`config.mk`:
```
export PLATFORM = sky130hd
export DESIGN_NAME = vga_frame_reader
export DESIGN_NICKNAME = d
export VERILOG_FILES = /design/src/rtl/vga_frame_reader.sv
export SDC_FILE = /design/constraint.sdc
export NUM_CORES = 1
export LEC_CHECK = 0
export CORE_ASPECT_RATIO = 1.2
export CORE_MARGIN = 3
export CORE_UTILIZATION = 46
export DETAILED_ROUTE_END_ITERATION = 8
export MAX_ROUTING_LAYER = met4
export PLACE_DENSITY = 0.8
export SLEW_MARGIN = 10
export SYNTH_ARGS = -nofsm -noshare
export SYNTH_HDL_FRONTEND = slang
export SYNTH_SLANG_ARGS = --single-unit
export TNS_END_PERCENT = 50
```
`constraint.sdc`:
```
create_clock -name i_clk -period 1.8 [get_ports i_clk]
set_input_delay 0.27 -clock i_clk [delete_from_list [all_inputs] [get_ports i_clk]]
set_output_delay 0.27 -clock i_clk [all_outputs]
set_load 0.02 [all_outputs]
```
`src/rtl/vga_frame_reader.sv`:
```
// VGA frame reader: raster timing generator and frame-buffer read path.
// Pixel data, syncs and data-enable leave the block mutually aligned.
module vga_frame_reader #(
    parameter int H_ACTIVE = 640,
    parameter int H_FP     = 16,
    parameter int H_SYNC   = 96,
    parameter int H_BP     = 48,
    parameter int V_ACTIVE = 480,
    parameter int V_FP     = 10,
    parameter int V_SYNC   = 2,
    parameter int V_BP     = 33,
    parameter int RD_LAT   = 1,
    parameter bit SYNC_POL = 1'b0
) (
    input  logic        i_clk,
    input  logic        i_rst,
    input  logic        i_en,
    input  logic [11:0] i_pix_data,
    output logic [18:0] o_pix_addr,
    output logic        o_pix_rden,
    output logic [3:0]  o_red,
    output logic [3:0]  o_green,
    output logic [3:0]  o_blue,
    output logic        o_hsync,
    output logic        o_vsync,
    output logic        o_de,
    output logic        o_frame_start
);

    localparam int H_TOTAL = H_ACTIVE + H_FP + H_SYNC + H_BP;
    localparam int V_TOTAL = V_ACTIVE + V_FP + V_SYNC + V_BP;
    localparam int HW = $clog2(H_TOTAL);
    localparam int VW = $clog2(V_TOTAL);
    // Counter-to-output latency: read stage, BRAM, output register.
    localparam int L = RD_LAT + 2;

    localparam logic [HW-1:0] H_LAST  = HW'(H_TOTAL - 1);
    localparam logic [HW-1:0] H_AEND  = HW'(H_ACTIVE);
    localparam logic [HW-1:0] HS_BEG  = HW'(H_ACTIVE + H_FP);
    localparam logic [HW-1:0] HS_END  = HW'(H_ACTIVE + H_FP + H_SYNC);
    localparam logic [VW-1:0] V_LAST  = VW'(V_TOTAL - 1);
    localparam logic [VW-1:0] V_AEND  = VW'(V_ACTIVE);
    localparam logic [VW-1:0] VS_BEG  = VW'(V_ACTIVE + V_FP);
    localparam logic [VW-1:0] VS_END  = VW'(V_ACTIVE + V_FP + V_SYNC);

    logic [HW-1:0] h_cnt;
    logic [VW-1:0] v_cnt;
    logic          frame_en;
    logic          act_q;

    logic          at_origin;
    logic          at_end;
    logic          active;
    logic          hs_on;
    logic          vs_on;
    logic          en_now;
    logic          vld;

    logic [L-1:0]  de_dl;
    logic [L-1:0]  hs_dl;
    logic [L-1:0]  vs_dl;
    logic [L-1:0]  fs_dl;
    logic [L-2:0]  vld_dl;
    logic [11:0]   rgb_q;

    assign at_origin = (h_cnt == '0) && (v_cnt == '0);
    assign at_end    = (h_cnt == H_LAST) && (v_cnt == V_LAST);
    assign active    = (h_cnt < H_AEND) && (v_cnt < V_AEND);
    assign hs_on     = (h_cnt >= HS_BEG) && (h_cnt < HS_END);
    assign vs_on     = (v_cnt >= VS_BEG) && (v_cnt < VS_END);

    // The enable seen at (0,0) must already govern the first pixel read.
    assign en_now    = at_origin ? i_en : frame_en;
    assign vld       = active && en_now;

    // Raster counters: h wraps every line, v advances on h wrap.
    always_ff @(posedge i_clk) begin
        if (i_rst) begin
            h_cnt <= '0;
            v_cnt <= '0;
        end else if (h_cnt == H_LAST) begin
            h_cnt <= '0;
            v_cnt <= (v_cnt == V_LAST) ? '0 : v_cnt + VW'(1);
        end else begin
            h_cnt <= h_cnt + HW'(1);
        end
    end

    // Frame enable is captured once per frame to avoid tearing.
    always_ff @(posedge i_clk) begin
        if (i_rst) begin
            frame_en <= 1'b0;
        end else if (at_origin) begin
            frame_en <= i_en;
        end
    end

    // Read stage: address advances after each active pixel, no multiply.
    always_ff @(posedge i_clk) begin
        if (i_rst) begin
            act_q      <= 1'b0;
            o_pix_rden <= 1'b0;
            o_pix_addr <= '0;
        end else begin
            act_q      <= active;
            o_pix_rden <= vld;
            if (at_end) begin
                o_pix_addr <= '0;
            end else if (act_q) begin
                o_pix_addr <= o_pix_addr + 19'd1;
            end
        end
    end

    // Timing flags ride a delay line matched to the data path.
    always_ff @(posedge i_clk) begin
        if (i_rst) begin
            de_dl  <= '0;
            hs_dl  <= '0;
            vs_dl  <= '0;
            fs_dl  <= '0;
            vld_dl <= '0;
        end else begin
            de_dl  <= {de_dl[L-2:0], active};
            hs_dl  <= {hs_dl[L-2:0], hs_on};
            vs_dl  <= {vs_dl[L-2:0], vs_on};
            fs_dl  <= {fs_dl[L-2:0], at_origin};
            vld_dl <= {vld_dl[L-3:0], vld};
        end
    end

    // Output register: capture BRAM data only for enabled active pixels.
    always_ff @(posedge i_clk) begin
        if (i_rst) begin
            rgb_q <= '0;
        end else begin
            rgb_q <= vld_dl[L-2] ? i_pix_data : 12'h000;
        end
    end

    assign o_red         = rgb_q[11:8];
    assign o_green       = rgb_q[7:4];
    assign o_blue        = rgb_q[3:0];
    assign o_de          = de_dl[L-1];
    assign o_frame_start = fs_dl[L-1];
    assign o_hsync       = hs_dl[L-1] ? SYNC_POL : ~SYNC_POL;
    assign o_vsync       = vs_dl[L-1] ? SYNC_POL : ~SYNC_POL;

endmodule

```
---- Yosys cells after proc, flatten, opt, wreduce, memory -nomap -nowiden ----
Index checks and enable logic that the tools add are counted.
word-level totals
  input port bits ......................... 15
  logic and storage cells ................. 39
  output and inout bits ................... 36
  register bits after elaboration ......... 68
operators by class
  eq/ne operators ......................... 2
  add/sub/neg operators ................... 3
  muxes and demuxes ....................... 4
  reduce and logical (&&, ||, !) cells .... 11
  bitwise logic cells ..................... 1
  order comparisons ....................... 6
operators by type and width
  kind                                                                            count
  10-bit by 1-bit adder with 10-bit output (second input constant)                2
  10-bit == test (second input constant)                                          2
  10-bit zero test                                                                2
  10-bit less-than comparator (second input constant)                             2
  10-bit by 9-bit less-than comparator with 1-bit output (second input constant)  2
  19-bit by 1-bit adder with 19-bit output (second input constant)                1
  10-bit >= comparator (second input constant)                                    1
  10-bit by 9-bit >= comparator with 1-bit output (second input constant)         1
  10-bit two-way mux                                                              1
  1-bit logical AND                                                               6
  2-bit OR reduction                                                              3
  1-bit two-way mux                                                               3
  1-bit NOT                                                                       1

---- Logic depth before layout (Yosys ltp) ----
  depth in word-level cells ............... 4
  mapped depth ............................ 7
  mapped depth without buffers ............ 6

---- Worst setup path before layout ----
No wires, ideal clock.
  path kind ............................... register to register
  from .................................... register h_cnt[0]
  to ...................................... register o_pix_addr[0]
  buffers on the path ..................... 2
  slack ................................... 0.007 ns
  data arrival time ....................... 1.676 ns
  cell stages (with the launch flop) ...... 8
  data required time ...................... 1.683 ns
  library setup time ...................... 0.117 ns
  clock period less this slack ............ 1.793 ns
  cells stage by stage .................... dfxtp_1 -> ha_1 -> nand4_2 -> or3_1 -> buf_2 -> o21bai_2 -> buf_2 -> nor2_1
between the ends
  word-level cells in the longest chain between the ends .. 3
ends and longest elaborated chain
  element                              RTL line  source
  from (decl)                          46        logic [HW-1:0] h_cnt;
  from (signal assigned)               85        h_cnt <= h_cnt + HW'(1);
  10-bit == test                       67        assign at_end = (h_cnt == H_LAST) && (v_cnt == V_LAST);
  1-bit logical AND                    67
  2-bit OR reduction (no source line)  --
  to (signal assigned)                 110       o_pix_addr <= o_pix_addr + 19'd1;
  to (decl)                            19        output logic [18:0] o_pix_addr,
No other way between the ends.
A chain may end at the register's enable or synchronous reset.

---- Worst setup path in the final report ----
  from .................................... register o_pix_addr[3]
  to ...................................... output o_pix_addr[3]
No word-level cell between the ends.

==> flow_summary.yaml <==
cts:
  clock_path_buffers: 2
  root_buffer: "clkbuf_8"
  clock_latency_ps: 340
  path_clk_slew_ps: 70
  clock_sinks: 66
  htreeDepth: 3
  cts-buffers-inserted: 9
  cts_hold_buf: 0
  cts_tree: "built"
global_route:
  grt_max_degree: 13
  grt.total_usage_pct: 19.5
  grt-ovfl-total: 0
  grt_pass1_vias: 2131
  antenna_found_initial: 0
  grt_pass1_wl_um: 9670
timing:
  fin_hold_ws_ps: 439
  tns_ps: 0
  timing.final.max_slew_violations: 0
  slew_headroom_pct: 60.6
  worstMarginPinSlew_ps: 590
  hold_violations: 0
  max_freq_mhz: 578
  setup_viol: 0
  period_minus_slack_ps: 1730
  timing.final.crit_share_pct: 96.1
  rsz0062_at_grt: "yes"
  fin_skew_ps: 8.98
logic_synthesis:
  yosysSeqAreaShare_pct: 49.6
  avgSynthCellArea_sq_um: 9.25
  synth_top_family_by_area: "simple AND/OR/NAND/NOR gates"
  synth-adder-area-share_pct: 2.35
  syn_nets: 308
  synth.mux.area_fraction_pct: 1.88
  yosys.area_share.simple_pct: 29.6
  syn_area_sq_mm: 0.00267
  ys_types: 36
  synth_compound_area_share_pct: 3.94
  ys_warn_count: 0
  netlist_instances: 288
  ys_ff_latch: 66
  synth_xor_area_share_pct: 8.87
worst_setup_path:
  path_class: "reg -> out"
  crit_slowest_cell: "clkdlybuf4s50_1"
  crit_arrival_ps: 1460
  startpoint_type: "register"
  cp_cell_sequence: "clkdlybuf4s50_1"
  cp_max_fo: 7
  crit_buf_inv: 1
  cpLargestDelayFamily: "buffers and inverters"
  cp-end-kind: "output port"
  worstPathRequired_ps: 1530
  max_stage_delay_ps: 660
floorplan:
  core_area_sq_mm: 0.00544
  initial_core_util_pct: 49.0
  die_y_um: 89.4
  row_count: 29
  dieArea_sq_mm: 0.00675
  dieWidth_um: 75.5
  ios: 51
routing:
  highest_layer: "met4"
  vias_per_cell: 5.18
  drcViolationCount: 0
  met3_length_um: 181
  ant_nets: 0
  dr.pass1.iters: 4
  wl_um: 5770
  drt-met1-wl_um: 2450
  routed-wl-met2_um: 3030
  post_drt_wl_per_cell_um: 13.6
  first_iter_violations: 85
  via_count: 2201
hold_path:
  hp-class: "reg -> reg"
pwr:
  p_per_area_mw_per_mm2: 849
  power_mw: 3.06
  peakVddDrop_v: 0.000414
  p_leak_nw: 1.27
outcome:
  outcome: "finished clean"
job:
  maxCapViolCount: 0
final_layout:
  n_fill_cell: 452
  diodes: 0
  final_nets: 378
  area.growth.synth_to_final_pct: 35.4
  finalNonFillerCells: 425
  drive_gt1_share_pct: 13.5
place:
  place_hpwl_um: 4050
  dp.cells: 409
  port_buffers: 50
  globalplace.congestion: 0.858
==> cells in the mapped netlist <==
cell type | n | area share [%]
a2111oi_0 | 1 | 0.33
a21bo_2 | 1 | 0.38
a21boi_0 | 1 | 0.28
a21oi_1 | 10 | 1.9
and2_1 | 12 | 2.8
and3_1 | 2 | 0.47
and3b_1 | 1 | 0.33
and4_1 | 2 | 0.66
buf_2 | 3 | 0.56
buf_4 | 1 | 0.28
clkbuf_1 | 6 | 0.85
dfxtp_1 | 66 | 50
ha_1 | 5 | 2.3
inv_1 | 15 | 2.1
mux2i_1 | 5 | 1.9
nand2_1 | 12 | 1.7
nand2b_1 | 1 | 0.23
nand3_1 | 15 | 2.8
nand3b_1 | 4 | 1.1
nand4_1 | 8 | 1.9
nand4_2 | 2 | 0.94
nand4b_1 | 1 | 0.33
nand4bb_4 | 1 | 1.0
nor2_1 | 44 | 6.2
nor2b_1 | 11 | 2.6
nor3_1 | 7 | 1.3
nor4_1 | 13 | 3.1
nor4_2 | 1 | 0.47
nor4b_1 | 1 | 0.33
o21ai_0 | 2 | 0.38
o21bai_2 | 1 | 0.42
o31ai_1 | 1 | 0.28
or3_1 | 2 | 0.47
or4_1 | 3 | 0.85
xnor2_1 | 21 | 6.9
xor2_1 | 6 | 2.0
==> layer usage <==
metal,global-route usage (%),vias up
met4,10.7,0
met2,31.7,42
met1,22.1,1028
li1,-,1119
met5,-,-
met3,3.94,12
==> cell type report <==
cell class	count	area [sq um]	share of cell area, %
Tap cell	62	77.6	2.15
Clock buffer	10	138	3.81
Sequential cell	66	1320	36.7
Clock inverter	6	88.8	2.46
Timing Repair Buffer	69	651	18.0
Inverter	15	56.3	1.56
Multi-Input combinational cell	197	1270	35.3
==> flip-flops by register name, summed over array words and instances, names as in the netlist <==
| name | cells |
|---|---|
| frame_en | 1 |
| h_cnt | 10 |
| rgb_q | 12 |
| vld_dl | 2 |
| hs_dl | 3 |
| o_pix_addr | 19 |
| fs_dl | 3 |
| vs_dl | 3 |
| de_dl | 3 |
| v_cnt | 10 |
==> timing repair <==
action	in CTS	in global routing
pin swaps	0	1
endpoints found under the setup margin	12	34
gates resized for setup	1	10
setup buffers	0	0
==> logic make-up after synthesis <==
| kind of cell | Yosys count |
|---|---|
| compound gates | 17 |
| xor+xnor | 27 |
| mux | 5 |
| buf+inv | 25 |
| flops | 66 |
| fa+ha+maj | 5 |
| simple gates | 143 |
==> layout by cell type, fill, tap and decap left out, types with 2 or more instances in the layout <==
| cell type | n |
|---|---|
| nand4_2 | 2 |
| nor4_1 | 13 |
| or4_1 | 3 |
| clkinvlp_4 | 2 |
| clkbuf_8 | 10 |
| buf_6 | 2 |
| inv_1 | 15 |
| nand4_1 | 8 |
| o21ai_0 | 2 |
| mux2i_1 | 5 |
| nor3_1 | 6 |
| dfxtp_2 | 2 |
| nor2b_1 | 10 |
| bufinv_16 | 2 |
| ha_1 | 4 |
| buf_4 | 17 |
| dfxtp_1 | 64 |
| nand3_1 | 15 |
| and2_1 | 12 |
| clkdlybuf4s50_1 | 50 |
| nand2_1 | 12 |
| a21oi_1 | 10 |
| nor2_1 | 44 |
| nand3b_1 | 4 |
| xnor2_1 | 21 |
| xor2_1 | 6 |
| and3_1 | 2 |
| and4_1 | 2 |
==> power breakdown <==
group | switching, mW | internal, mW
clock | 0.576 | 0.819
sequential | 0.0187 | 1.49
combinational | 0.0728 | 0.0891
==> metrics by stage <==
stage,instance area (sq um),setup slack (ps),util [%]
after floorplan,2670,6.55,-
after global placement,3340,62.6,61.4
after detailed placement,3340,22.5,61.4
after CTS,3570,-2.14,65.6
after global routing,3610,-42.6,66.3
final,3610,69.9,66.3
==> final timing paths <==
kind | to | slack, ps | startpoint | depth (start not counted)
worst max-delay path | o_pix_addr[3] | 70 | o_pix_addr[3] | 1
worst min-delay path | vs_dl[2] | 440 | vs_dl[1] | 1
worst max register to register | vld_dl[0] | 70 | v_cnt[0] | 6
worst min register to register | vs_dl[2] | 440 | vs_dl[1] | 1
Power figures use the tool's default switching activity.
